File: src/rtl/exe_pkg.sv
// Shared definitions for the execute stage: opcodes, flag bit positions and FSM states.
package exe_pkg;

  localparam logic [3:0] OP_MOV = 4'b0001;
  localparam logic [3:0] OP_MVN = 4'b1001;
  localparam logic [3:0] OP_ADD = 4'b0010;
  localparam logic [3:0] OP_ADC = 4'b0011;
  localparam logic [3:0] OP_SUB = 4'b0100;
  localparam logic [3:0] OP_SBC = 4'b0101;
  localparam logic [3:0] OP_AND = 4'b0110;
  localparam logic [3:0] OP_ORR = 4'b0111;
  localparam logic [3:0] OP_EOR = 4'b1000;
  localparam logic [3:0] OP_MUL = 4'b1010;

  // Status vector layout is {N,Z,C,V}
  localparam int FLAG_N = 3;
  localparam int FLAG_Z = 2;
  localparam int FLAG_C = 1;
  localparam int FLAG_V = 0;

  typedef enum logic {
    ST_IDLE = 1'b0,
    ST_MUL  = 1'b1
  } state_e;

endpackage

File: src/rtl/exe_mul_iter.sv
// Iterative shift-add multiplier retiring MUL_K multiplier bits per cycle.
// done is asserted during the final step; product is valid in that same cycle.
module exe_mul_iter #(
  parameter int DATA_W = 32,
  parameter int MUL_K  = 1
) (
  input  logic              clk,
  input  logic              rst_n,
  input  logic              start,
  input  logic              abort,
  input  logic [DATA_W-1:0] a,
  input  logic [DATA_W-1:0] b,
  output logic              done,
  output logic [DATA_W-1:0] product
);

  localparam int STEPS = DATA_W / MUL_K;
  localparam int CNT_W = $clog2(STEPS) + 1;

  logic [DATA_W-1:0] acc_q, mcand_q, mplier_q;
  logic [CNT_W-1:0]  cnt_q;
  logic              active_q;
  logic [DATA_W-1:0] partial;
  logic [DATA_W-1:0] acc_sum;

  always_comb begin
    partial = '0;
    for (int j = 0; j < MUL_K; j++) begin
      if (mplier_q[j]) partial = partial + (mcand_q << j);
    end
    acc_sum = acc_q + partial;
  end

  assign done    = active_q && (cnt_q == CNT_W'(STEPS - 1));
  assign product = acc_sum;

  always_ff @(posedge clk or negedge rst_n) begin
    if (!rst_n) begin
      acc_q    <= '0;
      mcand_q  <= '0;
      mplier_q <= '0;
      cnt_q    <= '0;
      active_q <= 1'b0;
    end else if (abort) begin
      active_q <= 1'b0;
    end else if (start) begin
      acc_q    <= '0;
      mcand_q  <= a;
      mplier_q <= b;
      cnt_q    <= '0;
      active_q <= 1'b1;
    end else if (active_q) begin
      acc_q    <= acc_sum;
      mcand_q  <= mcand_q << MUL_K;
      mplier_q <= mplier_q >> MUL_K;
      cnt_q    <= cnt_q + CNT_W'(1);
      if (done) active_q <= 1'b0;
    end
  end

endmodule

File: src/rtl/exe_stage_mc.sv
// Execute stage: single-cycle ALU plus an iterative multiplier, with a
// valid/ready output register that holds while downstream stalls.
module exe_stage_mc
  import exe_pkg::*;
#(
  parameter int DATA_W = 32,
  parameter int MUL_K  = 1
) (
  input  logic              clk,
  input  logic              rst,
  input  logic              in_valid,
  output logic              in_ready,
  input  logic              flush,
  input  logic              wb_en_in,
  input  logic              mem_read_in,
  input  logic              mem_write_in,
  input  logic              I,
  input  logic [3:0]        exe_command_in,
  input  logic [3:0]        imm_rotate,
  input  logic [7:0]        imm_8,
  input  logic [3:0]        dest,
  input  logic [23:0]       signed_immediate_24,
  input  logic [DATA_W-1:0] PC_in,
  input  logic [DATA_W-1:0] val_rn,
  input  logic [DATA_W-1:0] val_rm,
  input  logic [3:0]        status_reg_in,
  output logic              out_valid,
  input  logic              out_ready,
  output logic              wb_en_out,
  output logic              mem_read_out,
  output logic              mem_write_out,
  output logic [3:0]        dest_out,
  output logic [3:0]        status_bits_out,
  output logic [DATA_W-1:0] branch_address,
  output logic [DATA_W-1:0] alu_res,
  output logic [DATA_W-1:0] val_rm_out,
  output logic              busy
);

  localparam int MSB = DATA_W - 1;

  state_e            state_q, state_d;
  logic              out_valid_q, wb_q, mr_q, mw_q;
  logic [3:0]        dest_q, status_q;
  logic [1:0]        cv_q;
  logic [DATA_W-1:0] alu_res_q, branch_q, val_rm_q;

  logic              accept, is_mul, mul_done, mul_fin;
  logic [DATA_W-1:0] mul_product;
  logic [DATA_W-1:0] imm_ext, imm_rot, mem_imm, val2, br_off, alu_d;
  logic [DATA_W:0]   sum_w;
  logic [3:0]        flags_d;
  logic              c_in, c_d, v_d, known_op;
  int                rot_amt;

  assign is_mul   = (exe_command_in == OP_MUL);
  assign in_ready = rst && !busy && !flush && (!out_valid_q || out_ready);
  assign accept   = in_valid && in_ready;
  assign mul_fin  = (state_q == ST_MUL) && mul_done && !flush;
  assign c_in     = status_reg_in[FLAG_C];

  assign imm_ext = DATA_W'(imm_8);
  assign mem_imm = DATA_W'({imm_rotate, imm_8});

  always_comb begin
    rot_amt = (2 * int'(imm_rotate)) % DATA_W;
    imm_rot = (imm_ext >> rot_amt) | (imm_ext << (DATA_W - rot_amt));
    if (mem_read_in || mem_write_in) val2 = mem_imm;
    else if (I)                      val2 = imm_rot;
    else                             val2 = val_rm;
  end

  // Subtraction is done as rn + ~val2 + carry so the carry-out is the no-borrow flag
  always_comb begin
    sum_w    = '0;
    alu_d    = '0;
    c_d      = status_reg_in[FLAG_C];
    v_d      = status_reg_in[FLAG_V];
    known_op = 1'b1;
    case (exe_command_in)
      OP_MOV: alu_d = val2;
      OP_MVN: alu_d = ~val2;
      OP_ADD, OP_ADC: begin
        sum_w = {1'b0, val_rn} + {1'b0, val2}
              + {{DATA_W{1'b0}}, (exe_command_in == OP_ADC) & c_in};
        alu_d = sum_w[DATA_W-1:0];
        c_d   = sum_w[DATA_W];
        v_d   = (val_rn[MSB] == val2[MSB]) && (alu_d[MSB] != val_rn[MSB]);
      end
      OP_SUB, OP_SBC: begin
        sum_w = {1'b0, val_rn} + {1'b0, ~val2}
              + {{DATA_W{1'b0}}, (exe_command_in == OP_SUB) | c_in};
        alu_d = sum_w[DATA_W-1:0];
        c_d   = sum_w[DATA_W];
        v_d   = (val_rn[MSB] != val2[MSB]) && (alu_d[MSB] != val_rn[MSB]);
      end
      OP_AND:  alu_d = val_rn & val2;
      OP_ORR:  alu_d = val_rn | val2;
      OP_EOR:  alu_d = val_rn ^ val2;
      default: known_op = 1'b0;
    endcase
    flags_d = known_op ? {alu_d[MSB], alu_d == '0, c_d, v_d} : status_reg_in;
  end

  generate
    if (DATA_W > 26) begin : g_br_wide
      assign br_off = {{(DATA_W-26){signed_immediate_24[23]}}, signed_immediate_24, 2'b00};
    end else begin : g_br_narrow
      assign br_off = {signed_immediate_24[DATA_W-3:0], 2'b00};
    end
  endgenerate

  exe_mul_iter #(
    .DATA_W(DATA_W),
    .MUL_K (MUL_K)
  ) u_mul (
    .clk    (clk),
    .rst_n  (rst),
    .start  (accept && is_mul),
    .abort  (flush),
    .a      (val_rn),
    .b      (val_rm),
    .done   (mul_done),
    .product(mul_product)
  );

  always_comb begin
    state_d = state_q;
    busy    = 1'b0;
    case (state_q)
      ST_IDLE: if (accept && is_mul) state_d = ST_MUL;
      ST_MUL: begin
        busy = 1'b1;
        if (flush || mul_done) state_d = ST_IDLE;
      end
      default: state_d = ST_IDLE;
    endcase
  end

  always_ff @(posedge clk or negedge rst) begin
    if (!rst) state_q <= ST_IDLE;
    else      state_q <= state_d;
  end

  always_ff @(posedge clk or negedge rst) begin
    if (!rst) begin
      out_valid_q <= 1'b0;
      wb_q        <= 1'b0;
      mr_q        <= 1'b0;
      mw_q        <= 1'b0;
      dest_q      <= '0;
      status_q    <= '0;
      cv_q        <= '0;
      alu_res_q   <= '0;
      branch_q    <= '0;
      val_rm_q    <= '0;
    end else begin
      if (flush)                  out_valid_q <= 1'b0;
      else if (accept && !is_mul) out_valid_q <= 1'b1;
      else if (mul_fin)           out_valid_q <= 1'b1;
      else if (out_ready)         out_valid_q <= 1'b0;

      // Accept only happens once the register is free, so capturing a MUL's side fields early is safe
      if (accept) begin
        wb_q     <= wb_en_in;
        mr_q     <= mem_read_in;
        mw_q     <= mem_write_in;
        dest_q   <= dest;
        val_rm_q <= val_rm;
        branch_q <= PC_in + br_off;
        cv_q     <= {status_reg_in[FLAG_C], status_reg_in[FLAG_V]};
        if (!is_mul) begin
          alu_res_q <= alu_d;
          status_q  <= flags_d;
        end
      end
      if (mul_fin) begin
        alu_res_q <= mul_product;
        status_q  <= {mul_product[MSB], mul_product == '0, cv_q};
      end
    end
  end

  assign out_valid       = out_valid_q;
  assign wb_en_out       = wb_q;
  assign mem_read_out    = mr_q;
  assign mem_write_out   = mw_q;
  assign dest_out        = dest_q;
  assign status_bits_out = status_q;
  assign branch_address  = branch_q;
  assign alu_res         = alu_res_q;
  assign val_rm_out      = val_rm_q;

endmodule

File: config.mk
export PLATFORM = sky130hd
export DESIGN_NAME = exe_stage_mc
export DESIGN_NICKNAME = d
export VERILOG_FILES = /design/src/rtl/exe_pkg.sv /design/src/rtl/exe_mul_iter.sv /design/src/rtl/exe_stage_mc.sv
export SDC_FILE = /design/constraint.sdc
export NUM_CORES = 1
export LEC_CHECK = 0
export CAP_MARGIN = 10
export CORE_AREA = 2 2 226 228
export CTS_BUF_LIST = sky130_fd_sc_hd__clkbuf_4 sky130_fd_sc_hd__clkbuf_8 sky130_fd_sc_hd__clkbuf_16
export DETAILED_ROUTE_END_ITERATION = 7
export DIE_AREA = 0 0 228 230
export PLACE_DENSITY = 0.74
export SKIP_LAST_GASP = 1
export SYNTH_ARGS = -nofsm -noshare
export SYNTH_HDL_FRONTEND = slang
export SYNTH_HIERARCHICAL = 1
export SYNTH_SLANG_ARGS = --single-unit
File: constraint.sdc
create_clock -name clk -period 3.1 [get_ports clk]
set_clock_uncertainty 0.1 [all_clocks]
set_input_delay 0.465 -clock clk [delete_from_list [all_inputs] [get_ports clk]]
set_output_delay 0.465 -clock clk [all_outputs]
set_load 0.02 [all_outputs]
; Yosys cells after proc, flatten, opt, wreduce, memory -nomap -nowiden
; Index checks and enable logic that the tools add are counted.
[word_totals]
inputBits = 153
out_inout_bits = 110
register_bits = 214
word_cells = 113
[op_classes]
shifts = 2
add_sub_neg = 8
muxes = 34
eq_ne = 16
n_reduce_logical = 28
bitwise_logic = 9
[op_table]
columns = operator, n
row1 = two-way mux 32 bit, 12
row2 = case mux 32 bit (7 select lines), 1
row3 = adder 32 x 32 -> 33 bit, 2
row4 = adder 33 x 1 -> 33 bit, 2
row5 = adder 32 bit, 2
row6 = logical NOT 32 bit, 2
row7 = OR 32 bit, 2
row8 = AND 32 bit, 1
row9 = inverter 32 bit, 1
row10 = << shifter 8 x 32 -> 32 bit, 1
row11 = >> shifter 8 x 5 -> 32 bit, 1
row12 = bitwise XOR 32 bit, 1
row13 = "equality test 4 x 3 -> 1 bit, second input constant", 4
row14 = two-way mux 4 bit, 4
row15 = "equality test 4 bit, second input constant", 3
row16 = two-way mux 1 bit, 12
row17 = two-way mux 6 bit, 2
row18 = logical AND 1 bit, 11
row19 = OR reduction 9 bit, 1
row20 = "equality test 4 x 2 -> 1 bit, second input constant", 2
row21 = "subtractor 6 x 5 -> 7 bit, first input constant", 1
row22 = "adder 6 x 1 -> 6 bit, second input constant", 1
row23 = "equality test 6 x 5 -> 1 bit, second input constant", 1
row24 = case mux 1 bit (2 select lines), 3
row25 = 13 further kinds, 24

; Longest topological paths before layout
; Gate-level depths: netlist of the first run.
[logic_depth]
depth_word = 15
mapped_depth = 26
ltp_nobuf = 21

; Modules after synthesis
; The synthesis of the first run kept the hierarchy.
[modules_own_cells]
columns = module, seq_area_each_um2, instances, area_each_um2, cells_per_inst
row1 = exe_stage_mc, 2777.7, 1, 13434.1, 1839
row2 = exe_mul_iter, 2577.5, 1, 6348.6, 688

; Least setup slack after synthesis of the first run
; OpenSTA, ideal clock, no wires.
[synth_timing]
kind = input to register
startpoint = in imm_rotate[0]
endpoint = reg alu_res_q[29] (netlist: alu_res[29])
n_path_buf = 4
cell_stages = 21
required_ns = 2.873
setup_slack_ns = -2.483
setup_ns = 0.127
t_arrival_ns = 5.356
path_cell_list = buf_2 buf_2 inv_1 ha_1 buf_2 clkbuf_1 mux2_2 a21o_1 a222oi_1 nor2_1 ha_1 or4_1 a211oi_1 a211oi_1 o41ai_4 a211oi_2 o31a_1 a221o_1 a211o_1 a222oi_1 inv_1
[synth_between]
elab_chain_len = 12
elab_cells_between_ends = 18
cone_classes = add/sub (5) / shift (2) / mux (6) / bitwise (5)
[synth_lines]
columns = item, line
row1 = start: declaration, exe_stage_mc.sv:19  ; input logic [3:0] imm_rotate,
row2 = subtractor 6 x 5 -> 7 bit, exe_stage_mc.sv:67  ; imm_rot = (imm_ext >> rot_amt) | (imm_ext << (DATA_W - rot_amt));
row3 = << shifter 8 x 32 -> 32 bit, exe_stage_mc.sv:67
row4 = OR 32 bit, exe_stage_mc.sv:67
row5 = two-way mux 32 bit, exe_stage_mc.sv:69  ; else if (I) val2 = imm_rot;
row6 = two-way mux 32 bit (*), exe_stage_mc.sv:68  ; if (mem_read_in || mem_write_in) val2 = mem_imm;
row7 = inverter 32 bit, "exe_stage_mc.sv:82, exe_stage_mc.sv:91"
row8 = adder 32 x 32 -> 33 bit, exe_stage_mc.sv:91  ; sum_w = {1'b0, val_rn} + {1'b0, ~val2}
row9 = adder 33 x 1 -> 33 bit, exe_stage_mc.sv:92  ; + {{DATA_W{1'b0}}, (exe_command_in == OP_SUB) | c_in};
row10 = case mux 32 bit (7 select lines) (*), exe_stage_mc.sv:80  ; case (exe_command_in)
row11 = two-way mux 32 bit (*), exe_stage_mc.sv:172  ; if (!is_mul) begin
row12 = two-way mux 32 bit (*), exe_stage_mc.sv:164  ; if (accept) begin
row13 = two-way mux 32 bit (*), exe_stage_mc.sv:177  ; if (mul_fin) begin
row14 = end signal: assignment, exe_stage_mc.sv:173  ; alu_res_q <= alu_d;
row15 = end signal: assignment, exe_stage_mc.sv:178  ; alu_res_q <= mul_product;
row16 = end: declaration, exe_stage_mc.sv:46  ; logic [DATA_W-1:0] alu_res_q, branch_q, val_rm_q;
; Every way passes the cells marked *; elsewhere a longest branch is shown, timed or not. The select of a mux whose other input is x is not followed.
; A chain may end at the register's enable or synchronous reset.

; Worst setup path in the final report of the first run
[layout_timing]
startpoint = in imm_rotate[0]
endpoint = reg status_q[2] (netlist: status_bits_out[2])
[layout_between]
elab_chain_len = 14
elab_cells_between_ends = 20
cone_classes = add/sub (5) / shift (2) / mux (7) / bitwise (5) / reduce/logical (1)
[layout_lines]
columns = item, line
row1 = subtractor 6 x 5 -> 7 bit, exe_stage_mc.sv:67
row2 = << shifter 8 x 32 -> 32 bit, exe_stage_mc.sv:67
row3 = OR 32 bit, exe_stage_mc.sv:67
row4 = two-way mux 32 bit, exe_stage_mc.sv:69
row5 = two-way mux 32 bit (*), exe_stage_mc.sv:68
row6 = inverter 32 bit, "exe_stage_mc.sv:82, exe_stage_mc.sv:91"
row7 = adder 32 x 32 -> 33 bit, exe_stage_mc.sv:91
row8 = adder 33 x 1 -> 33 bit, exe_stage_mc.sv:92
row9 = case mux 32 bit (7 select lines) (*), exe_stage_mc.sv:80
row10 = logical NOT 32 bit (*), exe_stage_mc.sv:102  ; flags_d = known_op ? {alu_d[MSB], alu_d == '0, c_d, v_d} : status_reg_in;
row11 = two-way mux 4 bit (*), exe_stage_mc.sv:102
row12 = two-way mux 4 bit (*), exe_stage_mc.sv:172
row13 = two-way mux 4 bit (*), exe_stage_mc.sv:164
row14 = two-way mux 4 bit (*), exe_stage_mc.sv:177
row15 = end signal: assignment, exe_stage_mc.sv:174  ; status_q <= flags_d;
row16 = end signal: assignment, exe_stage_mc.sv:179  ; status_q <= {mul_product[MSB], mul_product == '0, cv_q};
row17 = end: declaration, exe_stage_mc.sv:44  ; logic [3:0] dest_q, status_q;
; Marked as above.

==> results of run 1 <==
==> state kept, by name (all words and copies together), names as in the netlist, 2 cells and up <==
| register | count |
|---|---|
| status_bits_out | 4 |
| u_mul/cnt_q | 6 |
| alu_res | 32 |
| branch_address | 32 |
| dest_out | 4 |
| cv_q | 2 |
| u_mul/mcand_q | 32 |
| val_rm_out | 32 |
| u_mul/mplier_q | 32 |
| u_mul/acc_q | 32 |
==> layer usage <==
layer	vias up	share of wire [%]	routed length, µm
li1	11200	-	-
met1	11900	39	37200
met2	1267	46	43400
met3	304	9.0	8470
met4	0	5.8	5470
met5	-	0	0
==> stage by stage <==
stage	util, %	hold WS (ns)	cells	setup slack (ns)
after floorplan	-	0.0694	2527	-1.88
after global placement	58.4	0.357	4112	-2.93
after detailed placement	58.4	0.363	4112	-2.92
after CTS	63.5	0.310	4205	-1.55
after global routing	66.5	0.199	4242	-1.73
final	66.5	0.175	4242	-1.62
==> synthesized netlist by cell type (all sizes together), types with 25 or more instances <==
| cell type | number |
|---|---|
| a21oi | 157 |
| o21ai | 204 |
| a211oi | 35 |
| nor4 | 28 |
| ha | 158 |
| dfrtp | 214 |
| nor3 | 47 |
| nor2 | 157 |
| a22o | 27 |
| a22oi | 34 |
| a31oi | 25 |
| inv | 136 |
| o211ai | 32 |
| nand2 | 383 |
| clkbuf | 134 |
| a21o | 56 |
| xnor2 | 41 |
| nand4 | 27 |
| and2 | 41 |
| nand3 | 61 |
| buf | 29 |
| mux2i | 106 |
| nand2b | 26 |
==> report_power, final <==
group | switching (mW) | leakage [nW] | internal, mW
registers | 0.227 | 2.83 | 3.09
logic | 2.66 | 11.9 | 2.50
clock network | 1.34 | 0.445 | 1.88
total | 4.23 | 15.2 | 7.47
==> tightest hold or removal path: cells and delay by family <==
kind | cells | cell delay, ns
buffers and inverters | 2 | 0.25
and+or+nand+nor | 2 | 0.10
==> layout by cell type, fill, tap and decap left out, types with 21 or more instances in the layout <==
master,Yosys,layout
a22oi_1,34,33
ha_1,158,109
o21ai_2,3,30
nand4_1,27,27
clkbuf_16,0,26
nand3_1,60,50
dfrtp_1,214,213
buf_4,0,832
buf_6,0,49
o21a_1,23,21
a21oi_2,3,33
a21oi_1,154,114
nor3_1,47,38
and2_1,41,34
a21o_1,55,54
mux2i_1,106,100
nor2_1,157,131
nand2_1,383,371
o211ai_1,32,32
clkdlybuf4s50_1,0,241
a22o_1,27,27
o21ai_0,198,148
xnor2_1,41,36
ha_4,0,40
inv_1,135,119
==> final cells by class <==
class,instances,share of cell area (%)
multi-input combinational,2012,47.7
sequential,214,16.2
timing repair buffer,1159,29.3
clock inverter,13,0.491
inverter,138,1.59
tap,672,2.54
clock buffer,34,2.24
==> how the worst min path moves through the flow <==
stage                                    from                              to  cells past startpoint
2_1_floorplan                             rst          alu_res[0]$_DFFE_PN0P_                      0
3_3_place_gp   branch_address[26]$_DFFE_PN0P_  branch_address[26]$_DFFE_PN0P_                      2
3_5_place_dp        val_rm_out[7]$_DFFE_PN0P_       val_rm_out[7]$_DFFE_PN0P_                      2
4_1_cts                               dest[1]         dest_out[1]$_DFFE_PN0P_                      3
5_1_grt                           mem_read_in        mem_read_out$_DFFE_PN0P_                      4
6_report                          mem_read_in        mem_read_out$_DFFE_PN0P_                      4
==> logic make-up after synthesis <==
logic type	count (synthesis)
buffers and inverters	301
xor gates and xnor gates	58
muxes	118
and+or+nand+nor	881
AOI/OAI and AO/OA	791
adders and majority gates	164
DFF	214
==> repair_timing <==
action,4_1_cts,5_1_grt
resized for setup,300,266
hold buffers,1,0
pin swaps,142,162
buffers inserted,52,48
endpoints found under the hold margin,69,0
endpoints found under the setup margin,61,62
==> results by group, run 1 <==
Outcome
  – Status: complete, but fails checks
  – Failing checks: DRC, setup timing

Clocking
  – Skew-Pair Late Insertion Delay: 0.56 ns
  – Clock Pin Slew Worst Setup and Hold Paths: 0.09 ns
  – CTS root buffer: clkbuf_16
  – # clock sinks: 214
  – CTS tree: built
  – Clock Path Buffers: 3
  – CTS buffer count: 26
  – H-tree levels: 1

Logic synthesis
  – Netlist cell types: 96
  – Synth top area cells: dfrtp_1 27%, ha_1 10%, nand2_1 7.3%
  – Top cell type's share of synthesized area: 27.1%
  – Cells after synthesis: 2,527
  – Post-synth EDFFs: 0
  – Largest area contributor in the netlist: dfrtp_1
  – Sequential share of the synthesized area: 27.1%
  – Main combinational cell family by area after synthesis: compound AO/OA/AOI/OAI gates
  – Seq cells post-synth: 214
  – Compound-Gate Fraction of Synth Area: 27.0%
  – Asr flop ratio synth: 100%
  – Adder and majority cell fraction of the synthesized area: 10.6%
  – Post-Synth Simple-Gate Area: 20.8%
  – Syn_area_per_cell: 7.83 µm²
  – Mapped cell area: 19,800 µm²
  – Proportion of synthesized area in mux cells: 6.12%
  – Post-synth net total: 2,844
  – Post-synth top flop: dfrtp_1
  – Synthesis Warnings: 6
  – Synth Area in XOR/XNOR: 2.57%

Place
  – Placed cell areas: 29,100 µm²
  – IO Port Bufs: 262
  – GP Congestion: 1.02
  – Final HPWL DP: 72,100 µm

Cells and area
  – Register area: 5360 µm²
  – Nets@finish: 3,868
  – Area grow syn2layout: 67.6%
  – Area of the multi-input gates: 15,800 µm²
  – Share of cells above drive strength 1: 38.1%
  – # diodes: 0
  – Fin area: 33,200 µm²
  – Fillers: 4,001

STA
  – Final Setup Violations: 42
  – Unrepaired setup endpoints after global routing: true
  – Worst-margin pin slew: 0.848 ns
  – Min Tclk post-route: 4.72 ns
  – Final period utilization: 152%
  – Fin. max-slew vios: 0
  – Final hold vios: 0
  – Achievable Freq: 0.212 GHz
  – PnR worst setup slack: -1.62 ns
  – Rel. slew slack: 43.3%
  – Setup TNS: -33.40 ns

Power
  – Cell Pwr Density: 353 nW/µm²
  – Peak supply drop: 432 µV
  – Design Power: 11.7 mW
  – Total leakage power: 15.2 nW

Floorplan
  – Die ar.: 52,400 µm²
  – Area of the core: 49,900 µm²
  – Placement Rows: 82
  – Die width: 228 µm
  – Die H: 230 µm
  – Initial Util: 39.7%
  – # IOs: 263

Routing
  – Post-DRT Antenna Nets: 0
  – Routed via count: 24,700
  – Drt total wl: 94,500 µm
  – DR iter-0 viols: 2,295
  – Mean routed wirelength per cell: 22.3 µm
  – DRT Pass-1 Iters: 8
  – DRC: 3
  – Via density: 5.81

Global routing
  – Largest net degree at the start of global routing: 149
  – First-pass GRT wire length: 140,000 µm
  – GRT overflow: 0
  – Vias in the first global route: 24,300
  – Total global-route track usage: 33.8%
  – Initial antenna violation count: 1
  – GR met2 Demand/Resource: 55.3%
  – GRT busiest layer: met2
  – Met3 Usage GRT: 6.97%
  – Met1 Usage GRT: 42.5%

Worst setup path
  – CP Cell Sequence: buf_12, mux4_2, a21oi_4, nor3_4, a221oi_4, buf_6, inv_4, fa_2, inv_2, fa_2, nor2b_4, buf_6, o211a_4, o21ai_4, o21a_1, a31oi_1, nor4b_2, buf_4, nand4b_1, nor4_4, buf_4, nand4_1, nor4_2, a31o_1
  – Worst-path fanout max: 6
  – Critical Path RT: 3.53 ns
  – Critical path class: primary input to flop
  – Reg2Reg Setup Slack: -0.69 ns
  – CP Buf/Inv Count: 7
  – Critical path endpoint category: flop
  – Critical Path End: status_bits_out[2]$_DFFE_PN0P_
  – Delay of the slowest critical-path stage: 0.52 ns
  – Worst setup SP type: primary input
  – CP Launch Point: imm_rotate[0]
  – Worst path depth: 24
  – CP arrival: 5.15 ns
  – R2R cell count: 19
  – CP max stage cell: mux4_2
  – Worst flop-to-flop path startpoint: u_mul/mplier_q[0]$_DFFE_PN0P_
  – Crit path max-delay family: compound AO/OA/AOI/OAI gates
  – FF-to-FF End: status_bits_out[2]$_DFFE_PN0P_

Min path
  – Hold Crit Class: primary input to flop

Flow run
  – Max Cap Viol: 0
Note: power is estimated with default switching activity, not from simulation.
==> run 2, diff against run 1 <==
--- a/config.mk
+++ b/config.mk
@@ -5,6 +5,7 @@
 export SDC_FILE = /design/constraint.sdc
 export NUM_CORES = 1
 export LEC_CHECK = 0
+export ABC_CLOCK_PERIOD_IN_PS = 3100
 export CAP_MARGIN = 10
 export CORE_AREA = 2 2 226 228
 export CTS_BUF_LIST = sky130_fd_sc_hd__clkbuf_4 sky130_fd_sc_hd__clkbuf_8 sky130_fd_sc_hd__clkbuf_16
==> results of run 2 <==
No change in the layout: final DEF, timing and power equal those of run 1.
